### src/rtl/port_b_ctrl.sv
// PORTB pin-group controller: owns TRISB and the PORTB data latch, sequences
// CPU reads (Q2) and writes (Q4), synchronises the pads and raises the RB0/INT
// edge flag and the RB7:RB4 interrupt-on-change flag.
module port_b_ctrl #(
  parameter int SYNC_STAGES = 2
) (
  input  logic       clk,
  input  logic       rst_n,
  input  logic [1:0] q_phase,
  input  logic       sel_port,
  input  logic       sel_tris,
  input  logic       rd,
  input  logic       wr,
  input  logic [7:0] wdata,
  output logic [7:0] rdata,
  input  logic [7:0] pin_in,
  output logic [7:0] tris_stat,
  output logic [7:0] data_out,
  input  logic       intedg,
  input  logic       intf_clr,
  input  logic       rbif_clr,
  output logic       intf,
  output logic       rbif
);

  typedef enum logic [1:0] {
    PH_Q1 = 2'd0,
    PH_Q2 = 2'd1,
    PH_Q3 = 2'd2,
    PH_Q4 = 2'd3
  } q_phase_e;

  logic [7:0] sync_q [SYNC_STAGES];
  logic [7:0] pin_s;
  logic [3:0] cmp;
  logic       prev0;

  logic       rd_hit;
  logic       rd_port;
  logic       wr_hit;
  logic [7:0] port_view;
  logic       rb_set;
  logic       int_set;

  assign pin_s = sync_q[SYNC_STAGES-1];

  // Pad synchroniser chain.
  always_ff @(posedge clk or negedge rst_n) begin
    // NOTE: every stage is reset (it is a short flop chain, not a RAM), so
    // pin_s and the edge/change logic start from a known all-zero pad image.
    if (!rst_n) begin
      for (int k = 0; k < SYNC_STAGES; k++) sync_q[k] <= '0;
    end else begin
      // NOTE: non-blocking assignments let each stage take the previous
      // stage's old value; blocking ones would collapse the chain to one flop.
      sync_q[0] <= pin_in;
      for (int k = 1; k < SYNC_STAGES; k++) sync_q[k] <= sync_q[k-1];
    end
  end

  // Access qualification, read mux, and flag set conditions.
  always_comb begin
    // NOTE: every output gets a default first so no path leaves one unassigned
    // and no latch is inferred.
    rd_hit    = 1'b0;
    rd_port   = 1'b0;
    wr_hit    = 1'b0;
    port_view = '0;
    rb_set    = 1'b0;
    int_set   = 1'b0;

    rd_hit  = (q_phase == PH_Q2) && rd && (sel_port ^ sel_tris);
    rd_port = rd_hit && sel_port;
    wr_hit  = (q_phase == PH_Q4) && wr;

    // Input pins show the pad, output pins show the latch.
    port_view = (tris_stat & pin_s) | (~tris_stat & data_out);

    // Only input-configured RB7:RB4 bits can flag a change.
    rb_set = (q_phase == PH_Q1) &&
             (|(tris_stat[7:4] & (pin_s[7:4] ^ cmp)));

    if (tris_stat[0]) begin
      if (intedg) int_set = pin_s[0] & ~prev0;
      else        int_set = ~pin_s[0] & prev0;
    end
  end

  // TRISB and PORTB data latches; TRIS takes priority when both selects are set.
  always_ff @(posedge clk or negedge rst_n) begin
    if (!rst_n) begin
      tris_stat <= 8'hFF;
      data_out  <= 8'h00;
    end else if (wr_hit) begin
      if (sel_tris)      tris_stat <= wdata;
      else if (sel_port) data_out  <= wdata;
    end
  end

  // Read data register and the change-compare latch snapshot on PORTB reads.
  always_ff @(posedge clk or negedge rst_n) begin
    if (!rst_n) begin
      rdata <= 8'h00;
      cmp   <= 4'h0;
    end else if (rd_hit) begin
      rdata <= sel_port ? port_view : tris_stat;
      if (rd_port) cmp <= pin_s[7:4];
    end
  end

  // Interrupt flags: a set on the same edge as a clear wins.
  always_ff @(posedge clk or negedge rst_n) begin
    if (!rst_n) begin
      prev0 <= 1'b0;
      intf  <= 1'b0;
      rbif  <= 1'b0;
    end else begin
      prev0 <= pin_s[0];
      intf  <= int_set | (intf & ~intf_clr);
      rbif  <= rb_set  | (rbif & ~rbif_clr);
    end
  end

endmodule
### config.mk
export PLATFORM = sky130hd
export DESIGN_NAME = port_b_ctrl
export DESIGN_NICKNAME = d
export VERILOG_FILES = /design/src/rtl/port_b_ctrl.sv
export SDC_FILE = /design/constraint.sdc
export NUM_CORES = 1
export LEC_CHECK = 0
export BUFFER_PORTS_ARGS = -buffer_cell sky130_fd_sc_hd__buf_2
export CAP_MARGIN = 0
export CORE_UTILIZATION = 50
export DETAILED_ROUTE_END_ITERATION = 16
export PLACE_DENSITY = 0.77
export SYNTH_ARGS = -nofsm -noshare
export SYNTH_HDL_FRONTEND = slang
export SYNTH_SLANG_ARGS = --single-unit
### constraint.sdc
create_clock -name clk -period 1.78 [get_ports clk]
set_clock_uncertainty 0.1 [all_clocks]
set_input_delay 0.089 -clock clk [delete_from_list [all_inputs] [get_ports clk]]
set_output_delay 0.089 -clock clk [all_outputs]
set_load 0.02 [all_outputs]
==> results of run 1 <==
## synthesized netlist by cell type
cell       number
o32ai_1         1
inv_1          11
ha_1            1
mux2_2         20
nand2_2         1
a221oi_1        1
inv_2           1
xor2_1          4
nand4_2         2
dfrtp_1        39
buf_2           2
buf_8           1
nor3b_1         1
buf_6           1
a21oi_1         8
nand2_1         1
a21o_1          8
a311oi_2        2
o21ai_0         2
nor2_1          1
a22o_1          1
dfstp_2         8
a311oi_1        6
nand4bb_1       1
## routing by layer
layer | wire, microns | track usage, % | up-vias | share of wire (%)
met4 | 76 | 6.40 | 0 | 2.0
met5 | 0 | 0 | - | 0
met2 | 2020 | 38.7 | 37 | 54
met3 | 155 | 6.25 | 8 | 4.1
li1 | - | - | 607 | -
met1 | 1500 | 23.9 | 638 | 40
## repair_timing
item                      4_1_cts  5_1_grt
hold buffers                   21        0
gates resized for setup         0        0
hold endpoints to repair       64        0
## kinds of logic (layout without fill, tap and decap cells)
kind of cell    after synthesis  after routing  synth area share, %
flops                        47             47                 65.3
compound gates               29             29                 12.1
mux                          20             20                 12.4
buf+inv                      16             97                 4.48
simple gates                  7              7                 3.17
xor+xnor                      4              4                 1.93
fa+ha+maj                     1              1                0.689
## registers in the layout (all words and copies together) (netlist names)
| register | cells |
|---|---|
| data_out | 8 |
| pin_s | 8 |
| rdata | 8 |
| sync_q | 8 |
| tris_stat | 8 |
| cmp | 4 |
| intf | 1 |
| prev0 | 1 |
| rbif | 1 |
## critical path: stages
cell and delay (ps):
dlygate4sd3_1 540, buf_2 150, nand4bb_1 320, buf_4 260
a311oi_1 290, a21o_1 130
## metrics by stage
step / hold slack [ps] / instance area [sq um]
floorplan: -307 / 1820
global placement: -11.8 / 2140
detailed placement: 1.13 / 2140
CTS: 56.3 / 2420
global route: 116 / 2420
finish: 58.3 / 2420
## worst paths after layout
kind                                 start            to  slack, ps  cells after the start
worst max register to register    pin_s[7]          rbif        310                      4
worst min register to register  sync_q[14]      pin_s[6]        260                      0
max in group asynchronous            rst_n  tris_stat[7]        850                      3
worst min-delay path                intedg          intf         60                      4
min in group asynchronous            rst_n      pin_s[0]        130                      2
worst max-delay path            q_phase[1]      rdata[6]        230                      6
## report_power, final
group | switching (mW) | leakage [nW] | internal, mW | total (mW)
sequential | 0.150 | 0.557 | 1.29 | 1.44
clock | 0.335 | 0.0345 | 0.195 | 0.530
combinational | 0.387 | 0.625 | 0.322 | 0.709
## area by class of cell
cell class              count  area share (%)
clock buffers               6            2.12
clock inverters             2           0.673
inverters                  12            1.86
multi-input cells          61            22.7
flip-flops and latches     47            49.0
well taps                  46            2.38
repair buffers             77            21.2
==> out/results.ini, run 1 <==
[cells_and_area]
n_fill_cell=258
final_cells=251
seqCellArea_sq_um=1190
final_util_pct=70.8
num-nets-final=232
diodes=0
drive_above_1_share_pct=47.8
final_cell_mix=buf_2 (52), dfrtp_1 (39), dlygate4sd3_1 (21)
syn2layout_area_growth_pct=33.1
multiInputGateArea_sq_um=549
final_common_cell=buf_2

[floorplan]
die_y_microns=62.3
ioPinCount=53
rows=21
die_w_microns=62.3
start_util_pct=53.2
die_area_sq_um=3880
core_sq_um=3420

[cts]
cts_tree=yes
clk_path_buf_depth=2
worstSkewPairLatency_ps=360
numCtsBuffers=5
path_clk_slew_ps=140
clock-root-buffer=clkbuf_4
htree_levels=2
clock-sinks=47
cts_setup_buffers=0

[placed_design]
io_buffers=52
dp_slack_ps=98.5
dp_hpwl_mm=2.55
dp_cells=222
gp_congestion=0.771

[global_route]
antenna_found_initial=0
grt_use_total_pct=21.3
grt_pass1_wl_mm=6.21
grt_max_degree=25
grt_remaining_overflow=0
grt_pass1_vias=1331

[sta]
finalCritPeriodShare_pct=87.1
grt_setup_unrepaired=false
fin_crit_ps=1550
finalHoldViolations=0
drv_slew=0
fmax_mhz=645
tns_ps=0
tightest_slew_ps=560
fin_ws_ps=229
setup_viol=0
slew_headroom_pct=62.6

[detailed_routing]
vias=1290
ant_nets=0
totalWireLength_mm=3.75
drt_first_pass_iters=4
avgRoutedWirePerCell_microns=15.0
vias_per_cell=5.14
route.detailed.drc=0
drt_iter0_drc=95

[setup_path]
start_kind=input port
crit_type=in2reg
cp_data_required_time_ps=2000
worstPathArrival_ps=1770
cp_max_fo=8
critPathCaptureType=flip-flop

[power_and_ir_drop]
power_mw=2.68
vdd_drop_max_mv=0.691
p_leak_nw=1.22
power.density_nw_per_um2=1110

[synth]
syn_area_sq_um=1820
synth_top_area_share_pct=53.7
yosysTopAreaCell=dfrtp_1
yosysSeqAreaShare_pct=65.3
ys_ff_latch=47
syn_nets=152
synth.distinct_cells=24
syn-instance-count=124
postSynthAreaPerCell_sq_um=14.7
yosysWarningCount=0
synth_top_cells_by_area=dfrtp_1 (54%), mux2_2 (12%), dfstp_2 (12%)

[flow_run]
drv_cap=0

[min_path]
holdCritPathClass=in2reg

[status]
run_status=finished clean

Power figures use the tool's default switching activity.
==> run 2, diff against run 1 <==
CTS_BUF_LIST = sky130_fd_sc_hd__clkbuf_8   (was default)
==> out/results.ini, run 2 (synthesis gave the netlist of run 1 again) <==
[cts]
cts_tree=yes
clock-sinks=47
clk_path_buf_depth=2
htree_levels=2
numCtsBuffers=5
worstSkewPairLatency_ps=300
clock-root-buffer=clkbuf_8
ctsResizeCount=0
path_clk_slew_ps=80

[detailed_routing]
vias_per_cell=5.13
drt_first_pass_iters=4
drt_iter0_drc=70
avgRoutedWirePerCell_microns=14.8
totalWireLength_mm=3.71
route.detailed.drc=0
vias=1288
ant_nets=0

[global_route]
grt_use_total_pct=21.1
grt_pass1_vias=1331
grt_remaining_overflow=0
antenna_found_initial=0
grt_max_degree=25
grt_pass1_wl_mm=6.21

[sta]
grt_setup_unrepaired=false
tightest_slew_ps=552
fmax_mhz=614
finalCritPeriodShare_pct=91.5
fin_ws_ps=152
setup_viol=0
slew_headroom_pct=63.2
tns_ps=0
drv_slew=0
finalHoldViolations=0
holdWs_ps=133
fin_crit_ps=1630

[flow_run]
drv_cap=0

[power_and_ir_drop]
p_switching_uw=878
switching_share_pct=31.3
power.share.clock_pct=23.5
power.density_nw_per_um2=1150
p_leak_nw=1.23
vdd_drop_max_mv=0.783
pwr-share-seq_pct=51.3
power.internal_mw=1.93
combPwrFrac_pct=25.2

[setup_path]
critPathLaunch=q_phase[1]
max_stage_delay_ps=550
worstPathArrival_ps=1770
cp_data_required_time_ps=1920
cp_max_fo=8
start_kind=input port
crit_type=in2reg
critPathCaptureType=flip-flop
r2r_start=pin_s[7]
crit_slowest_cell=dlygate4sd3_1
path_cells=dlygate4sd3_1, buf_2, nand4bb_1, buf_4, a311oi_1, a21o_1

[cells_and_area]
multiInputGateArea_sq_um=549
syn2layout_area_growth_pct=34.8
final_cell_mix=buf_2 (52), dfrtp_1 (39), dlygate4sd3_1 (21)
drive_above_1_share_pct=47.8
final_common_cell=buf_2
n_fill_cell=251
diodes=0
seqCellArea_sq_um=1190
final_cells=251
num-nets-final=232

[placed_design]
gp_congestion=0.771
dp_hpwl_mm=2.55
dp_cells=222
io_buffers=52
dp_slack_ps=98.5

[floorplan]
core_sq_um=3420
ioPinCount=53
die_w_microns=62.3
die_area_sq_um=3880
rows=21
die_y_microns=62.3
start_util_pct=53.2

[status]
run_status=finished clean

[min_path]
min_from=intedg
holdCritPathClass=in2reg

-- run 2: final timing paths --
kind	end	slack (ps)	cells past startpoint
setup / recovery	rdata[6]	150	6
hold / removal	intf	130	4
setup reg to reg	rbif	330	4
hold reg to reg	pin_s[0]	250	0
max in group asynchronous	tris_stat[7]	780	3
min in group asynchronous	cmp[3]	200	2
-- run 2: final cells by class --
cell class	count	area share, %
timing repair buffer	77	20.9
multi-input combinational	61	22.4
tap	46	2.35
inverter	12	1.84
clock buffer	6	3.37
sequential	47	48.4
clock inverter	2	0.664
-- run 2: worst max-delay path, delay by kind of cell --
kind                   cells  cell delay, ps
AND/OR/NAND/NOR            1             310
AO/OA/AOI/OAI              2             420
buffers and inverters      3             950
-- run 2: power by group through the flow --
stage,logic (mW),clock network [mW],registers [mW]
3_3_place_gp,0.657,0,1.45
2_1_floorplan,0.232,0,1.62
5_1_grt,0.760,0.720,1.47
3_5_place_dp,0.675,0,1.46
6_report,0.708,0.660,1.44
4_1_cts,0.712,0.683,1.44
-- run 2: layer usage --
| metal | up-vias | share of wire (%) | global-route usage [%] |
|---|---|---|---|
| met4 | 0 | 1.4 | 7.85 |
| met5 | - | 0 | 0 |
| met2 | 37 | 54 | 38.7 |
| met1 | 638 | 41 | 24.1 |
| met3 | 6 | 3.5 | 4.04 |
| li1 | 607 | - | - |
-- run 2: through the flow --
stage / power (mW) / util (%) / cell area [sq um]
after floorplan: 1.85 / - / 1820
after global placement: 2.11 / 62.7 / 2140
after detailed placement: 2.14 / 62.7 / 2140
after CTS: 2.84 / 71.7 / 2450
after global routing: 2.95 / 71.7 / 2450
final: 2.81 / 71.7 / 2450
-- run 2: what timing repair did --
item	4_1_cts	5_1_grt
hold buffers	21	0
endpoints found under the hold margin	46	0
setup buffers	0	0
==> run 3, diff against run 2 <==
CORE_UTILIZATION = 48   (was 50)
PLACE_DENSITY = 0.78   (was 0.77)
clock period = 1.4 ns   (was 1.78 ns; I/O delays follow)
==> out/results.ini, run 3 (synthesis gave the netlist of run 1 again) <==
[status]
run_status=finished clean

[detailed_routing]
route.detailed.drc=0
vias_per_cell=5.12
ant_nets=0
drt_first_pass_iters=4
totalWireLength_mm=3.75
vias=1291
avgRoutedWirePerCell_microns=14.9
drt_iter0_drc=51

[floorplan]
core_sq_um=3470
die_w_microns=63.5
ioPinCount=53
die_area_sq_um=4030
start_util_pct=52.4
rows=21
die_y_microns=63.5

[global_route]
grt_max_degree=48
grt_use_total_pct=20.6
antenna_found_initial=0
grt_remaining_overflow=0
grt_util_met1_pct=24.1
grt_pass1_wl_mm=6.25
use_met3_pct=4.89
grt-busiest-layer=met2
grt_pass1_vias=1380
use_met2_pct=35.6

[placed_design]
io_buffers=52
gp_congestion=0.771
dp_hpwl_mm=2.37
placed_area_sq_um=2150

[cells_and_area]
diodes=0
n_fill_cell=236
syn2layout_area_growth_pct=39.1
fin_area_sq_um=2530
final_common_cell=buf_2
drive_above_1_share_pct=51.0
final_cell_mix=buf_2 (51), dfrtp_1 (39), dlygate4sd3_1 (21)
num-nets-final=233

[sta]
finalHoldViolations=0
fmax_mhz=723
tightest_slew_ps=345
finalCritPeriodShare_pct=98.8
fin_crit_ps=1380
setup_viol=0
holdWs_ps=72.6
drv_slew=0
slew_headroom_pct=76.9

[cts]
numCtsBuffers=5
worstSkewPairLatency_ps=290
cts_tree=yes
clk_path_buf_depth=2
clock-root-buffer=clkbuf_8
clock-sinks=47
htree_levels=2
path_clk_slew_ps=70

[setup_path]
worstPathArrival_ps=1500
crit_family=buffers and inverters
cp_data_required_time_ps=1520
r2r_slack_ps=70
cp_max_fo=8
start_kind=input port
ff2ff_path_depth=4
r2r_start=pin_s[7]
path_cells=dlygate4sd3_1, clkbuf_4, nand4_2, mux2_2
crit_type=in2reg
critPathCaptureType=flip-flop
max_stage_delay_ps=530
r2r_end=rbif
path_buf_inv=2
crit_slowest_cell=dlygate4sd3_1

[power_and_ir_drop]
vdd_drop_max_mv=0.820
power.density_nw_per_um2=1430
p_leak_nw=1.25

[min_path]
holdCritPathClass=in2reg
min_from=intedg
hold_path_end=intf
hold-path-cell-count=4

[flow_run]
drv_cap=0

==> run 3: metrics by stage <==
step	total power, mW	std cells	TNS (ps)	setup slack, ps	util (%)
floorplan	2.36	124	0	117	-
global placement	2.68	223	-124	-45.3	61.9
detailed placement	2.72	223	-381	-65.9	61.9
CTS	3.62	252	0	33.9	71.1
global route	3.82	252	-9.81	-5.36	72.9
finish	3.62	252	0	17.4	72.9
==> run 3: per-layer routing <==
metal | up-vias | wire length (microns)
met3 | 13 | 173
met1 | 636 | 1560
met4 | 0 | 102
met2 | 41 | 1910
met5 | - | 0
li1 | 601 | -
==> run 3: final cells by class <==
class / instances / area, sq um / share of cell area [%]
Sequential cell: 47 / 1190 / 46.9
Multi-Input combinational cell: 61 / 612 / 24.2
Timing Repair Buffer: 78 / 527 / 20.8
Clock buffer: 7 / 96.3 / 3.81
Tap cell: 46 / 57.6 / 2.28
Inverter: 12 / 45.0 / 1.78
Clock inverter: 1 / 3.75 / 0.149
==> run 3: worst reg2reg max path, cell delays in order, from the launching register on <==
cell,delay [ps]
dfrtp_1,400
xor2_1,170
a22o_1,250
a221oi_2,190
o32ai_1,110
==> run 3: worst max path at each step <==
stage                     from            to  slack (ps)  depth (start not counted)
finish              q_phase[0]  tris_stat[4]          20                          4
CTS                 q_phase[0]      rdata[3]          30                          6
global placement      sel_port      rdata[5]         -50                          6
global route        q_phase[0]      rdata[3]          -5                          6
detailed placement    sel_tris      rdata[3]         -70                          7
floorplan             sel_tris      rdata[0]         120                          7
==> run 3: timing repair <==
item	CTS	global route
pin swaps	0	0
gates resized for setup	1	9
hold buffers	21	0
setup endpoints to repair	1	8
hold endpoints to repair	73	0
setup buffers	0	0
==> run 3: report_power, final <==
| group | switching, mW | internal (mW) | total (mW) | leakage [nW] |
|---|---|---|---|---|
| clock | 0.394 | 0.443 | 0.837 | 0.0557 |
| sequential | 0.199 | 1.64 | 1.84 | 0.557 |
| combinational | 0.517 | 0.425 | 0.943 | 0.638 |
